[config.mk]
export PLATFORM = sky130hd
export DESIGN_NAME = psw_unit
export DESIGN_NICKNAME = d
export VERILOG_FILES = /design/src/rtl/psw_pkg.sv /design/src/rtl/psw_stack.sv /design/src/rtl/psw_unit.sv
export SDC_FILE = /design/constraint.sdc
export NUM_CORES = 1
export LEC_CHECK = 0
export CAP_MARGIN = 20
export CORE_MARGIN = 3
export CORE_UTILIZATION = 45
export CTS_BUF_LIST = sky130_fd_sc_hd__clkbuf_2 sky130_fd_sc_hd__clkbuf_4 sky130_fd_sc_hd__clkbuf_8
export DETAILED_ROUTE_END_ITERATION = 7
export PLACE_DENSITY = 0.75
export REMOVE_ABC_BUFFERS = 1
export SETUP_SLACK_MARGIN = 0.1
export SLEW_MARGIN = 0
export SYNTH_ARGS = -nofsm -noshare
export SYNTH_HDL_FRONTEND = slang
export SYNTH_SLANG_ARGS = --single-unit
[constraint.sdc]
create_clock -name clk -period 5.48 [get_ports clk]
set_input_delay 1.644 -clock clk [delete_from_list [all_inputs] [get_ports clk]]
set_output_delay 1.644 -clock clk [all_outputs]
set_load 0.05 [all_outputs]
[src/rtl/psw_pkg.sv]
// Shared PSW field layout, bit indices and default implemented-bit mask.
package psw_pkg;

   localparam int unsigned PSW_W = 16;

   localparam int unsigned PSW_C   = 0;
   localparam int unsigned PSW_Z   = 1;
   localparam int unsigned PSW_N   = 2;
   localparam int unsigned PSW_SLP = 3;
   localparam int unsigned PSW_V   = 4;

   localparam int unsigned PSW_CPRI_LSB = 5;
   localparam int unsigned PSW_CPRI_MSB = 7;
   localparam int unsigned PSW_PPRI_LSB = 13;
   localparam int unsigned PSW_PPRI_MSB = 15;

   localparam logic [PSW_W-1:0] PSW_WR_MASK_DEFAULT = 16'hE0FF;

   typedef struct packed {
      logic [2:0] ppri;
      logic [4:0] rsvd;
      logic [2:0] cpri;
      logic       v;
      logic       slp;
      logic       n;
      logic       z;
      logic       c;
   } psw_t;

   // Apply the implemented-bit mask to a raw PSW value.
   function automatic psw_t psw_mask(input logic [PSW_W-1:0] raw, input logic [PSW_W-1:0] msk);
      return psw_t'(raw & msk);
   endfunction

endpackage

[src/rtl/psw_stack.sv]
// LIFO of saved PSW values; refuses pushes when full and pops when empty.
module psw_stack
   import psw_pkg::*;
#(
   parameter int unsigned DEPTH = 4
) (
   input  logic clk,
   input  logic rst_n,
   input  logic push,
   input  logic pop,
   input  psw_t din,
   output psw_t top,
   output logic full,
   output logic empty,
   output logic overflow_c,
   output logic underflow_c
);

   localparam int unsigned IDX_W = $clog2(DEPTH);
   localparam int unsigned SP_W  = IDX_W + 1;

   logic [SP_W-1:0]  sp;
   logic [IDX_W-1:0] wr_idx;
   logic [IDX_W-1:0] rd_idx;
   logic             do_push;
   logic             do_pop;
   psw_t             mem [DEPTH];

   assign full   = (sp == SP_W'(DEPTH));
   assign empty  = (sp == SP_W'(0));

   assign do_push = push & ~full;
   assign do_pop  = pop & ~push & ~empty;

   assign overflow_c  = push & full;
   assign underflow_c = pop & ~push & empty;

   assign wr_idx = IDX_W'(sp);
   assign rd_idx = IDX_W'(sp - SP_W'(1));
   assign top    = mem[rd_idx];

   always_ff @(posedge clk or negedge rst_n) begin
      if (!rst_n) begin
         sp <= '0;
      end else if (do_push) begin
         sp <= sp + SP_W'(1);
      end else if (do_pop) begin
         sp <= sp - SP_W'(1);
      end
   end

   // Storage is don't-care after reset, so it carries no reset.
   always_ff @(posedge clk) begin
      if (do_push) begin
         mem[wr_idx] <= din;
      end
   end

endmodule

[src/rtl/psw_unit.sv]
// Architectural PSW register: ALU flag merge, explicit writes and exception save/restore.
module psw_unit
   import psw_pkg::*;
#(
   parameter int unsigned      DEPTH     = 4,
   parameter logic [15:0]      RESET_PSW = 16'h0000,
   parameter logic [15:0]      WR_MASK   = PSW_WR_MASK_DEFAULT
) (
   input  logic        clk,
   input  logic        rst_n,
   input  logic        ex_valid,
   input  logic        stall,
   input  logic [15:0] alu_psw,
   input  logic [15:0] alu_msk,
   input  logic        wr_en,
   input  logic [15:0] wr_data,
   input  logic        push,
   input  logic [15:0] entry_psw,
   input  logic        pop,
   input  logic        clr_err,
   output logic [15:0] psw,
   output logic        carry_flag,
   output logic [15:0] psw_next,
   output logic        stk_full,
   output logic        stk_empty,
   output logic        stk_err
);

   logic [15:0] merged_c;
   logic        push_q;
   logic        pop_q;
   logic        ovf_c;
   logic        unf_c;
   psw_t        stk_top;
   psw_t        stk_din;

   assign merged_c = ex_valid ? ((psw & ~alu_msk) | (alu_psw & alu_msk)) : psw;

   // Stall freezes every request before it reaches the stack.
   assign push_q  = push & ~stall;
   assign pop_q   = pop & ~stall;
   assign stk_din = psw_mask(merged_c, WR_MASK);

   psw_stack #(
      .DEPTH (DEPTH)
   ) u_stack (
      .clk         (clk),
      .rst_n       (rst_n),
      .push        (push_q),
      .pop         (pop_q),
      .din         (stk_din),
      .top         (stk_top),
      .full        (stk_full),
      .empty       (stk_empty),
      .overflow_c  (ovf_c),
      .underflow_c (unf_c)
   );

   // One action per cycle: push > pop > explicit write > ALU merge.
   always_comb begin
      psw_next = psw;
      if (stall) begin
         psw_next = psw;
      end else if (push) begin
         psw_next = entry_psw & WR_MASK;
      end else if (pop) begin
         psw_next = stk_empty ? psw : (16'(stk_top) & WR_MASK);
      end else if (wr_en) begin
         psw_next = wr_data & WR_MASK;
      end else begin
         psw_next = merged_c & WR_MASK;
      end
   end

   always_ff @(posedge clk or negedge rst_n) begin
      if (!rst_n) begin
         psw <= RESET_PSW & WR_MASK;
      end else begin
         psw <= psw_next;
      end
   end

   // Sticky error; a fresh overflow/underflow outranks a clear.
   always_ff @(posedge clk or negedge rst_n) begin
      if (!rst_n) begin
         stk_err <= 1'b0;
      end else if (ovf_c || unf_c) begin
         stk_err <= 1'b1;
      end else if (clr_err && !stall) begin
         stk_err <= 1'b0;
      end
   end

   assign carry_flag = psw[PSW_C];

endmodule

==> flow_metrics.py, run 1 <==
metrics = {
    "run_status": {
        "outcome": "finished, final reports clean",
    },
    "route": {
        "drt_iter0_markers": 134,
        "avgRoutedWirePerCell_um": 18.5,
        "drtPass1Iterations": 4,
        "ant_nets": 0,
        "vias_per_cell": 5.64,
        "routed-via-count": 2564,
        "wl_um": 8420,
        "remaining_drc_errors": 0,
    },
    "cts": {
        "postCtsHoldBufs": 0,
        "cts_resized": 0,
        "cts_max_path_buffers": 2,
        "post_cts_buffers": 0,
        "numCtsBuffers": 9,
        "cts.root.buffer_cell": "clkbuf_8",
        "clk_latency_ns": 0.34,
        "clk_pin_slew_ns": 0.06,
        "cts_sinks": 64,
        "htreeDepth": 3,
        "cts_tree": "done",
    },
    "critical_path": {
        "crit_type": "in -> out",
        "critPathSlowestCell": "clkdlybuf4s50_1",
        "crit_path_frequent_cell": "buf_4",
        "cp.required_ns": 3.84,
        "critPathMaxFanout": 8,
        "cpPeakStageDelay_ns": 0.57,
        "rrSetupSlack_ns": 2.83,
        "start_kind": "input pin",
        "cp-end-kind": "output pin",
        "cp_cell_sequence": "clkdlybuf4s50_1, buf_4, nor4_2, buf_4, o21ai_0, o311ai_1, buf_12",
        "path_buf_inv": 4,
        "arrival_ns": 3.55,
        "cp_top_family": "buffers and inverters",
    },
    "floorplanning": {
        "die-width_um": 92.3,
        "rows": 30,
        "die_area_um2": 8510,
        "io_pins": 108,
        "start_util_pct": 47.7,
        "core_um2": 7020,
        "die_h_um": 92.3,
    },
    "yosys": {
        "synth_top_area_share_pct": 39.4,
        "synth_seq_cells": 64,
        "synth_edf_count": 44,
        "synthMostInstantiatedCell": "edfxtp_1",
        "synth-main-ff-cell": "edfxtp_1",
        "synth_common_cells": "edfxtp_1 (44), dfrtp_1 (20), nor2_1 (13)",
        "yosysSeqAreaShare_pct": 54.4,
        "synth.area.top_cells": "edfxtp_1 (39%), dfrtp_1 (15%), mux4_2 (5.4%)",
        "ys_warn_count": 0,
        "synthArstFlopShare_pct": 31.3,
        "postSynthCellCount": 262,
        "synth_top_cell_by_area": "edfxtp_1",
        "syn_area_per_cell_um2": 12.8,
        "ys_types": 37,
        "netlist_area_um2": 3350,
    },
    "global_route": {
        "antenna_found_initial": 0,
        "first_global_vias": 2682,
        "grt_overflow": 0,
        "grt_max_degree": 39,
        "grt_usage_pct": 21.3,
        "grt_pass1_wl_um": 13800,
    },
    "finish": {
        "ff_latch_area_um2": 1820,
        "multi_input_area_um2": 1420,
        "fill_cells": 510,
        "drive_above_1_share_pct": 20.6,
        "finalNonFillerCells": 455,
        "areaGrowthSynthToFinish_pct": 39.0,
        "n_antenna_cell": 0,
        "fin_nets": 432,
    },
    "hold_path": {
        "hold_path_class": "reg -> reg",
    },
    "sta": {
        "timing.final.crit_share_pct": 94.8,
        "finalMaxSlewViolations": 0,
        "worstMarginPinSlew_ns": 0.639,
        "setup_viol": 0,
        "fin_setup_tns_ns": 0,
        "rsz0062_at_grt": "false",
        "hold_viol_final": 0,
        "clock_skew_ns": 0.0117,
        "slew_headroom_pct": 57.4,
        "fmax_ghz": 0.193,
        "finalCriticalPeriod_ns": 5.19,
    },
    "pwr": {
        "max-vdd-ir-drop_uv": 371,
        "p_total_mw": 2.41,
        "p_per_area_nw_per_um2": 518,
        "leakagePower_nw": 1.79,
    },
    "placement": {
        "io_buffers": 87,
        "placedCellCount": 438,
        "routabilityCongestion": 0.781,
        "dpl.hpwl_um": 5720,
    },
    "job": {
        "max-cap-violations": 0,
    },
}
[worst paths after layout]
check,start,end,cells after the start
max,wr_en,psw_next[4],7
min,stk_err,stk_err,2
max reg2reg,u_stack.sp[0],u_stack.mem[3][4],6
min reg2reg,stk_err,stk_err,2
max in group asynchronous,rst_n,u_stack.sp[2],2
min in group asynchronous,rst_n,psw[0],1
[sequential cells by signal, indices dropped and copies added, names as in the netlist]
signal,cells
u_stack.mem,44
psw,16
u_stack.sp,3
stk_err,1
[placed cells by master, fill, tap and decap left out, types with 12 or more instances in the layout]
| master | instances |
|---|---|
| buf_12 | 12 |
| buf_4 | 16 |
| clkdlybuf4s50_1 | 70 |
| dfrtp_1 | 20 |
| edfxtp_1 | 44 |
| nor2_1 | 13 |
[worst register-to-register path: cells and delay by family, from the launching register on]
family | cells | cell delay (ns)
simple gates | 2 | 1.02
fa+ha+maj | 2 | 0.54
buf+inv | 2 | 0.39
flops | 1 | 0.33
[routing by layer]
metal | up-vias | wire [um] | GRT usage [%]
met5 | - | 0 | 0
met4 | 0 | 202 | 10.5
met3 | 19 | 623 | 5.74
met2 | 99 | 4160 | 34.2
met1 | 1252 | 3430 | 26.4
li1 | 1194 | - | -
[kinds of logic (layout without fill, tap and decap cells)]
| logic type | Yosys count | count (layout) | share of synthesized area (%) |
|---|---|---|---|
| adder cells (fa/ha/maj) | 6 | 6 | 2.24 |
| buffers and inverters | 24 | 121 | 3.33 |
| multiplexers | 12 | 12 | 8.07 |
| flip-flops | 64 | 64 | 54.4 |
| XOR/XNOR | 1 | 1 | 0.262 |
| AND/OR/NAND/NOR | 81 | 81 | 15.6 |
| AO/OA/AOI/OAI | 74 | 74 | 16.1 |
[per-stage QoR]
step	utilization (%)	hold slack, ns	instance area, um^2	worst slack [ns]
6_report	66.3	0.501	4650	0.287
5_1_grt	66.3	0.557	4650	0.134
4_1_cts	66.1	0.509	4640	0.282
3_5_place_dp	63.3	0.495	4440	0.304
3_3_place_gp	63.3	0.486	4440	0.328
2_1_floorplan	-	0.523	3260	0.237
[power breakdown]
group	switching [mW]	internal [mW]
combinational	0.737	0.559
clock	0.171	0.230
sequential	0.0623	0.653
[cell type report]
type / count / share of cell area (%)
well taps: 96 / 2.58
clock inverters: 4 / 0.941
flip-flops and latches: 64 / 39.1
inverters: 5 / 0.403
clock buffers: 12 / 3.28
multi-input cells: 174 / 30.4
repair buffers: 100 / 23.2
(Power assumes the default switching activity.)
==> inputs of run 2 (changes only) <==
--- a/config.mk
+++ b/config.mk
@@ -12,7 +12,7 @@
 export DETAILED_ROUTE_END_ITERATION = 7
 export PLACE_DENSITY = 0.75
 export REMOVE_ABC_BUFFERS = 1
-export SETUP_SLACK_MARGIN = 0.1
+export SETUP_SLACK_MARGIN = 0.5
 export SLEW_MARGIN = 0
 export SYNTH_ARGS = -nofsm -noshare
 export SYNTH_HDL_FRONTEND = slang
==> flow_metrics.py, run 2 (same netlist as run 1, synthesis figures left out) <==
metrics = {
    "run_status": {
        "outcome": "finished, final reports clean",
    },
    "cts": {
        "numCtsBuffers": 9,
        "clk_pin_slew_ns": 0.06,
        "htreeDepth": 3,
        "cts.root.buffer_cell": "clkbuf_8",
        "clk_latency_ns": 0.34,
        "cts_tree": "done",
        "cts_sinks": 64,
        "cts_max_path_buffers": 2,
    },
    "floorplanning": {
        "io_pins": 108,
        "die_area_um2": 8510,
        "start_util_pct": 47.7,
        "die-width_um": 92.3,
        "die_h_um": 92.3,
        "rows": 30,
        "core_um2": 7020,
    },
    "critical_path": {
        "cp-end-kind": "output pin",
        "rr_worst_depth": 6,
        "startpoint": "pop",
        "arrival_ns": 3.29,
        "cp.required_ns": 3.84,
        "critPathMaxFanout": 12,
        "crit_type": "in -> out",
        "r2r-start": "u_stack.sp[0]",
        "start_kind": "input pin",
    },
    "hold_path": {
        "hold_depth": 2,
        "hold_path_class": "reg -> reg",
        "hold_path.startpoint": "stk_err",
    },
    "global_route": {
        "grt_max_degree": 30,
        "grt_usage_pct": 22.8,
        "antenna_found_initial": 0,
        "grt_pass1_wl_um": 14600,
        "first_global_vias": 2752,
        "grt_overflow": 0,
    },
    "finish": {
        "final_area_um2": 4760,
        "reg_top3": "u_stack.mem: 44 flops, psw: 16 flops, u_stack.sp: 3 flops",
        "top_register": "u_stack.mem",
        "fin_nets": 435,
        "largest_register_ffs": 44,
        "n_antenna_cell": 0,
        "drive_above_1_share_pct": 21.8,
        "layout_commonest_cell": "clkdlybuf4s50_1",
        "final_util_pct": 67.9,
        "layout_common_cells": "clkdlybuf4s50_1 (67), edfxtp_1 (44), dfrtp_1 (20)",
        "fill_cells": 492,
        "areaGrowthSynthToFinish_pct": 42.2,
    },
    "placement": {
        "io_buffers": 87,
        "routabilityCongestion": 0.781,
        "dpl-instance-area_um2": 4440,
        "dpl.hpwl_um": 5720,
    },
    "route": {
        "remaining_drc_errors": 0,
        "vias_per_cell": 5.69,
        "ant_nets": 0,
        "routed-via-count": 2607,
        "wl_um": 9160,
        "drt_iter0_markers": 144,
        "avgRoutedWirePerCell_um": 20.0,
        "drtPass1Iterations": 4,
    },
    "sta": {
        "clock_skew_ns": 0.0120,
        "setup_viol": 0,
        "fmax_ghz": 0.203,
        "slew_headroom_pct": 57.2,
        "fin_setup_tns_ns": 0,
        "hold_viol_final": 0,
        "worstMarginPinSlew_ns": 0.642,
        "rsz0062_at_grt": "true",
        "timing.final.crit_share_pct": 90.1,
        "finalMaxSlewViolations": 0,
        "finalCriticalPeriod_ns": 4.94,
    },
    "pwr": {
        "leakagePower_nw": 1.85,
        "max-vdd-ir-drop_uv": 427,
        "p_per_area_nw_per_um2": 513,
        "p_total_mw": 2.45,
    },
    "job": {
        "max-cap-violations": 0,
    },
}
run 2: report_power, final:
part           total (mW)  internal [mW]  leakage, nW  switching [mW]
clock               0.401          0.230        0.105           0.171
sequential          0.716          0.653        0.652          0.0635
combinational        1.33          0.582         1.10           0.746
run 2: through the flow:
| step | worst slack [ns] | hold WS (ns) | std cells |
|---|---|---|---|
| 3_3_place_gp | 0.328 | 0.486 | 438 |
| 6_report | 0.544 | 0.501 | 458 |
| 3_5_place_dp | 0.304 | 0.495 | 438 |
| 2_1_floorplan | 0.237 | 0.523 | 243 |
| 5_1_grt | 0.493 | 0.557 | 458 |
| 4_1_cts | 0.501 | 0.509 | 457 |
run 2: layout make-up:
class	count	area [um^2]	share of cell area, %
clock inverters	4	43.8	0.919
clock buffers	12	153	3.20
well taps	96	120	2.52
repair buffers	103	1170	24.6
flip-flops and latches	64	1820	38.2
multi-input cells	174	1430	30.1
inverters	5	18.8	0.394
run 2: repair_timing:
item / 4_1_cts / 5_1_grt
setup buffers: 1 / 0
gates cloned: 2 / 0
hold buffers: 0 / 0
endpoints found under the hold margin: 0 / 0
gates resized for setup: 8 / 4
endpoints found under the setup margin: 11 / 8
run 2: path summary, 6_finish.rpt:
check                                         end  slack [ns]
min in group asynchronous                  psw[2]        1.67
worst min-delay path                      stk_err        0.50
worst max-delay path                  psw_next[4]        0.54
worst max register to register  u_stack.mem[3][3]        2.83
worst min register to register            stk_err        0.50
max in group asynchronous           u_stack.sp[2]        3.31
run 2: routing by layer:
layer | track usage, % | part of all wire (%) | up-vias
met5 | 0 | 0 | -
met4 | 11.1 | 2.4 | 0
met3 | 6.81 | 8.6 | 20
met2 | 36.2 | 49 | 114
met1 | 28.6 | 40 | 1278
li1 | - | - | 1195
run 2: critical path, stage by stage:
cell	delay, ns
dlygate4sd2_1	0.30
buf_12	0.18
or4bb_1	0.51
a21o_1	0.21
o311ai_2	0.10
bufbuf_16	0.34
